File: src/rtl/mem_access_pkg.sv
`default_nettype none
// ============================================================================
// Module  : mem_access_pkg
// Brief   : Shared opcode/funct3 constants, FSM state type and an alignment
//           helper for the memory-access stage.
// Revision: 1.0 - initial release
// ============================================================================
package mem_access_pkg;

  localparam logic [6:0] OP_LOAD  = 7'b0000011;
  localparam logic [6:0] OP_STORE = 7'b0100011;

  localparam logic [2:0] F3_B  = 3'b000;
  localparam logic [2:0] F3_H  = 3'b001;
  localparam logic [2:0] F3_W  = 3'b010;
  localparam logic [2:0] F3_BU = 3'b100;
  localparam logic [2:0] F3_HU = 3'b101;

  typedef enum logic [0:0] {
    IDLE = 1'b0,
    BUSY = 1'b1
  } state_t;

  // Size is encoded in funct3[1:0]: 00 byte, 01 half, 10 word.
  function automatic logic is_misaligned(input logic [2:0] f3, input logic [1:0] lo);
    logic r;
    r = 1'b0;
    case (f3[1:0])
      2'b01:   r = lo[0];
      2'b10:   r = (lo != 2'b00);
      default: r = 1'b0;
    endcase
    return r;
  endfunction

endpackage
`default_nettype wire

File: src/rtl/mem_access_load_align.sv
`default_nettype none
// ============================================================================
// Module  : load_align
// Brief   : Selects the addressed lane of a read word and sign/zero-extends it
//           according to the load funct3.
// Revision: 1.0 - initial release
// ============================================================================
module load_align
  import mem_access_pkg::*;
(
  input  logic [31:0] i_rdata,
  input  logic [1:0]  i_addr,
  input  logic [2:0]  i_funct3,
  output logic [31:0] o_result
);

  logic [31:0] w_shifted;

  assign w_shifted = i_rdata >> {i_addr, 3'b000};

  // Lane select and extension by access size and signedness.
  always_comb begin
    o_result = i_rdata;
    case (i_funct3)
      F3_B:    o_result = {{24{w_shifted[7]}}, w_shifted[7:0]};
      F3_H:    o_result = {{16{w_shifted[15]}}, w_shifted[15:0]};
      F3_BU:   o_result = {24'h000000, w_shifted[7:0]};
      F3_HU:   o_result = {16'h0000, w_shifted[15:0]};
      default: o_result = i_rdata;
    endcase
  end

endmodule
`default_nettype wire

File: src/rtl/mem_access.sv
`default_nettype none
// ============================================================================
// Module  : mem_access
// Brief   : Memory stage: pass-through of non-memory results, aligned load /
//           store issue to a req/ack data bus with timeout, misalignment and
//           bus-error reporting on a one-cycle writeback pulse.
// Revision: 1.0 - initial release
// ============================================================================
module mem_access
  import mem_access_pkg::*;
#(
  parameter int TIMEOUT_CYCLES = 16
) (
  input  logic        clk,
  input  logic        rst,
  input  logic        i_in_valid,
  output logic        o_in_ready,
  input  logic [31:0] i_instr,
  input  logic [31:0] i_alu_result,
  input  logic [31:0] i_store_data,
  output logic        o_dmem_req,
  output logic        o_dmem_we,
  output logic [31:0] o_dmem_addr,
  output logic [31:0] o_dmem_wdata,
  output logic [3:0]  o_dmem_wstrb,
  input  logic        i_dmem_ack,
  input  logic [31:0] i_dmem_rdata,
  output logic        o_wb_valid,
  output logic        o_wb_we,
  output logic [4:0]  o_wb_rd,
  output logic [31:0] o_wb_data,
  output logic        o_exc_misaligned,
  output logic        o_exc_bus_err
);

  localparam int CW = $clog2(TIMEOUT_CYCLES + 1);

  state_t        r_state;
  logic [CW-1:0] r_cnt;
  logic          r_dmem_we;
  logic [31:0]   r_dmem_addr;
  logic [31:0]   r_dmem_wdata;
  logic [3:0]    r_dmem_wstrb;
  logic [1:0]    r_addr_lo;
  logic [2:0]    r_funct3;
  logic          r_wb_valid;
  logic          r_wb_we;
  logic [4:0]    r_wb_rd;
  logic [31:0]   r_wb_data;
  logic          r_exc_mis;
  logic          r_exc_bus;

  logic [6:0]  w_opcode;
  logic [4:0]  w_rd;
  logic [2:0]  w_funct3;
  logic        w_is_load;
  logic        w_is_store;
  logic        w_misaligned;
  logic        w_accept;
  logic [3:0]  w_wstrb;
  logic [31:0] w_wdata;
  logic [31:0] w_load_data;

  assign w_opcode = i_instr[6:0];
  assign w_rd     = i_instr[11:7];
  assign w_funct3 = i_instr[14:12];

  // Undefined funct3 values fall out of both classes and become pass-through.
  assign w_is_load  = (w_opcode == OP_LOAD) &&
                      (w_funct3 == F3_B || w_funct3 == F3_H || w_funct3 == F3_W ||
                       w_funct3 == F3_BU || w_funct3 == F3_HU);
  assign w_is_store = (w_opcode == OP_STORE) &&
                      (w_funct3 == F3_B || w_funct3 == F3_H || w_funct3 == F3_W);
  assign w_misaligned = (w_is_load || w_is_store) &&
                        is_misaligned(w_funct3, i_alu_result[1:0]);
  assign w_accept = i_in_valid && (r_state == IDLE);

  // Store lane replication and byte strobes; loads never write.
  always_comb begin
    w_wstrb = 4'b0000;
    w_wdata = i_store_data;
    if (w_is_store) begin
      case (w_funct3[1:0])
        2'b00: begin
          w_wstrb = 4'b0001 << i_alu_result[1:0];
          w_wdata = {4{i_store_data[7:0]}};
        end
        2'b01: begin
          w_wstrb = 4'b0011 << i_alu_result[1:0];
          w_wdata = {2{i_store_data[15:0]}};
        end
        default: begin
          w_wstrb = 4'b1111;
          w_wdata = i_store_data;
        end
      endcase
    end
  end

  load_align u_load_align (
    .i_rdata  (i_dmem_rdata),
    .i_addr   (r_addr_lo),
    .i_funct3 (r_funct3),
    .o_result (w_load_data)
  );

  // Control FSM; writeback fields are single-cycle and default low each cycle.
  always_ff @(posedge clk or posedge rst) begin
    if (rst) begin
      r_state      <= IDLE;
      r_cnt        <= '0;
      r_dmem_we    <= 1'b0;
      r_dmem_addr  <= 32'h0;
      r_dmem_wdata <= 32'h0;
      r_dmem_wstrb <= 4'h0;
      r_addr_lo    <= 2'b00;
      r_funct3     <= 3'b000;
      r_wb_valid   <= 1'b0;
      r_wb_we      <= 1'b0;
      r_wb_rd      <= 5'd0;
      r_wb_data    <= 32'h0;
      r_exc_mis    <= 1'b0;
      r_exc_bus    <= 1'b0;
    end else begin
      r_wb_valid <= 1'b0;
      r_wb_we    <= 1'b0;
      r_exc_mis  <= 1'b0;
      r_exc_bus  <= 1'b0;
      case (r_state)
        IDLE: begin
          if (w_accept) begin
            r_wb_rd <= w_rd;
            if ((w_is_load || w_is_store) && !w_misaligned) begin
              r_state      <= BUSY;
              r_cnt        <= '0;
              r_dmem_we    <= w_is_store;
              r_dmem_addr  <= {i_alu_result[31:2], 2'b00};
              r_dmem_wdata <= w_wdata;
              r_dmem_wstrb <= w_wstrb;
              r_addr_lo    <= i_alu_result[1:0];
              r_funct3     <= w_funct3;
            end else begin
              r_wb_valid <= 1'b1;
              r_wb_data  <= i_alu_result;
              r_exc_mis  <= w_misaligned;
              r_wb_we    <= (w_opcode != OP_LOAD) && (w_opcode != OP_STORE) &&
                            (w_rd != 5'd0);
            end
          end
        end
        BUSY: begin
          if (i_dmem_ack) begin
            r_state    <= IDLE;
            r_wb_valid <= 1'b1;
            r_wb_we    <= !r_dmem_we && (r_wb_rd != 5'd0);
            r_wb_data  <= r_dmem_we ? 32'h0 : w_load_data;
          end else if (r_cnt == CW'(TIMEOUT_CYCLES - 1)) begin
            r_state    <= IDLE;
            r_cnt      <= '0;
            r_wb_valid <= 1'b1;
            r_exc_bus  <= 1'b1;
            r_wb_data  <= 32'h0;
          end else begin
            r_cnt <= r_cnt + 1'b1;
          end
        end
        default: r_state <= IDLE;
      endcase
    end
  end

  assign o_in_ready       = (r_state == IDLE);
  assign o_dmem_req       = (r_state == BUSY);
  assign o_dmem_we        = r_dmem_we;
  assign o_dmem_addr      = r_dmem_addr;
  assign o_dmem_wdata     = r_dmem_wdata;
  assign o_dmem_wstrb     = r_dmem_wstrb;
  assign o_wb_valid       = r_wb_valid;
  assign o_wb_we          = r_wb_we;
  assign o_wb_rd          = r_wb_rd;
  assign o_wb_data        = r_wb_data;
  assign o_exc_misaligned = r_exc_mis;
  assign o_exc_bus_err    = r_exc_bus;

endmodule
`default_nettype wire

File: config.mk
export PLATFORM = sky130hd
export DESIGN_NAME = mem_access
export DESIGN_NICKNAME = d
export VERILOG_FILES = /design/src/rtl/mem_access_pkg.sv /design/src/rtl/mem_access_load_align.sv /design/src/rtl/mem_access.sv
export SDC_FILE = /design/constraint.sdc
export NUM_CORES = 1
export LEC_CHECK = 0
export CORE_MARGIN = 5
export CORE_UTILIZATION = 39
export DETAILED_ROUTE_END_ITERATION = 10
export GPL_TIMING_DRIVEN = 0
export PLACE_DENSITY = 0.81
export SYNTH_ARGS = -nofsm -noshare
export SYNTH_HDL_FRONTEND = slang
export SYNTH_SLANG_ARGS = --single-unit
File: constraint.sdc
create_clock -name clk -period 3.3 [get_ports clk]
set_input_delay 0.33 -clock clk [delete_from_list [all_inputs] [get_ports clk]]
set_output_delay 0.33 -clock clk [all_outputs]
set_load 0.05 [all_outputs]
==> results.cfg <==
[drt]
first_pass_iters = 5
drtIter0Drc = 368
drc = 0
via_per_inst = 5.577
num_vias = 5689
final_antenna_net_count = 0
drt-wirelength-per-cell_um = 20.75
routed_wl_um = 21170

[timing]
fin_crit_sh = 0.8774
setup_violations = 0
grt_setup_unrepaired = false
max_freq_mhz = 345.4
period_needed_ns = 2.895
final.setup_skew_ns = 0.007733
worst_slew_pin_slew_ns = 0.9006
slew_headroom = 0.3930
hold_viol_final = 0
tns_ns = 0
fin_ws_ns = 0.4046
drv_slew = 0

[power]
pwr-share-clk = 0.414
power.switching_w = 0.001342
p_leak_nw = 3.893
p_int_w = 0.003234
p_per_area_nw_per_um2 = 501.8
ir_drop_mv = 0.3045
sw_frac_of_total = 0.2932
p_comb_frac = 0.229
fin_total_pwr_w = 0.004576
power_frac_seq = 0.357

[synthesis]
synthFlopType = dfrtp_1
synth_edf_count = 0
synth.distinct_cells = 46
synth_area_leaders = dfrtp_1, mux2_2, o32a_1
yosys_warnings = 0
synth-seq-cells = 119
synth_most_common_cell = dfrtp_1
netlist_instances = 572
ys_seq_area_frac = 0.4986
yosys.area.top_type_share = 0.4986
syn-cell-area_um2 = 5972
netlist_top_cells_count = dfrtp_1, nand2_1, o21ai_0
syn_avg_cell_area_um2 = 10.44
yosysTopAreaCell = dfrtp_1
async_flop_share = 1.000

[finish]
drive_gt1_frac = 0.1166
register_area_um2 = 2978
fill_cells = 1295
n_antenna_cell = 0
multi_input_comb_area_um2 = 2745
utilization = 0.6043
layout.nets = 955
synthToLayoutAreaGrowth_pct = 52.69

[die]
die_y_um = 133.7
chipWidth_um = 133.7
io_pins = 244
die_area_um2 = 17890
start_util = 0.3958
rows = 45
core-area_um2 = 15090

[grt]
grt_pass1_vias = 5875
grt_pass1_wl_um = 32970
antenna_found_initial = 0
grt_usage = 0.2377
grt_overflow = 0
grt_start_max_net_pins = 39

[cts]
clk_pin_slew_ns = 0.05
cts-root-buf = clkbuf_16
cts_tree = done
ctsResizeCount = 0
clockBufferDepth = 2
postCtsSetupRepairBufs = 0
htreeDepth = 4
insertion_delay_ns = 0.42
cts.sinks = 119
cts_hold_buf = 0
cts_made_buffers = 17

[outcome]
status = complete, no violations

[critical_path]
required_ns = 3.58
r2r_start = r_addr_lo[1]$_DFFE_PP0P_
timing.rr.end = o_wb_data[17]$_DFFE_PP0P_
rrSetupSlack_ns = 0.71
crit_path_max_fanout = 10
r2r_cells = 6
critPathKind = primary input to register
worst_ep_arrival_time_ns = 3.17
endpoint_kind = register
startpoint_type = primary input

[place]
place_congestion = 0.9353
post-place-ws_ns = -0.05280
hpwl_um = 16290
io_buffers = 224

[run]
max-cap-violations = 0

[worst_hold_path]
min_path_type = primary input to async pin
==> cells by family after synthesis <==
logic type / count (synthesis) / share of synthesized area
multiplexers: 68 / 0.1247
AND/OR/NAND/NOR: 148 / 0.1211
buffers and inverters: 54 / 0.04232
flip-flops: 119 / 0.4986
adder cells (fa/ha/maj): 4 / 0.008381
other: 1 / 0.0006279
AO/OA/AOI/OAI: 178 / 0.2043
==> cells in the final DEF (no fill, tap or decap), types with 20 or more instances in the layout <==
cell type	netlist	layout
o32a_1	30	30
mux2i_1	26	26
nand2_1	63	63
dfrtp_1	119	119
a21oi_1	30	30
mux2_2	41	41
nor2_1	20	20
clkbuf_1	26	30
o21ai_0	59	59
clkdlybuf4s50_1	0	224
o21a_1	24	24
==> critical path, stage by stage <==
cell and delay, ns:
clkdlybuf4s50_1 0.42, inv_1 0.12, ha_1 0.17, clkbuf_1 0.41
nor2_1 0.12, o21ai_1 0.24, nand4_1 0.43, buf_2 0.37
clkbuf_1 0.30, nand2_1 0.16, o21ai_0 0.09
==> power by group through the flow <==
stage	clock (W)	combinational (W)	sequential, W
global placement	0	0.00102	0.00165
global route	0.00199	0.00110	0.00165
CTS	0.00193	0.00105	0.00163
finish	0.00190	0.00105	0.00163
detailed placement	0	0.00105	0.00166
floorplan	0	0.000255	0.00199
==> routing by layer <==
layer,share of wire,track usage,vias up,wire length [um]
met2,0.47,0.3894,279,10030
li1,-,-,2595,-
met4,0.028,0.09886,0,603
met3,0.099,0.08119,40,2087
met1,0.40,0.2863,2775,8447
met5,0,0,-,0
==> final cells by class <==
cell class / count / area share
Timing Repair Buffer: 227 / 0.2525
Clock inverter: 8 / 0.01317
Tap cell: 188 / 0.02580
Sequential cell: 119 / 0.3266
Multi-Input combinational cell: 400 / 0.3010
Buffer: 45 / 0.02401
Clock buffer: 24 / 0.05283
Inverter: 9 / 0.004116
==> stage by stage <==
| step | area [um2] | std cells | hold slack [ns] |
|---|---|---|---|
| floorplan | 5979 | 573 | 0.4354 |
| global placement | 8457 | 985 | 0.4616 |
| detailed placement | 8517 | 988 | 0.4699 |
| CTS | 9119 | 1020 | 0.3095 |
| global route | 9119 | 1020 | 0.3509 |
| finish | 9119 | 1020 | 0.3061 |
==> worst max path at each step <==
stage	slack (ns)	startpoint	cells after the start	end
floorplan	1.07	i_instr[13]	9	o_wb_data[1]$_DFFE_PP0P_
global placement	0.06	i_instr[13]	11	o_dmem_wdata[8]$_DFFE_PP0P_
detailed placement	-0.05	i_instr[13]	11	o_dmem_wdata[31]$_DFFE_PP0P_
CTS	0.36	o_dmem_req$_DFF_PP0_	4	o_in_ready
global route	0.17	i_instr[13]	11	o_dmem_wdata[9]$_DFFE_PP0P_
finish	0.40	i_instr[13]	11	o_dmem_wdata[31]$_DFFE_PP0P_
==> flip-flops by register name (all words and copies together), names as in the netlist, 2 cells and up <==
name and cells:
r_addr_lo 2, o_dmem_wstrb 4, o_dmem_wdata 32, o_wb_rd 5, r_cnt 5, o_dmem_addr 30
r_funct3 3, o_wb_data 32
No activity file was read; power rests on OpenSTA's default activity.
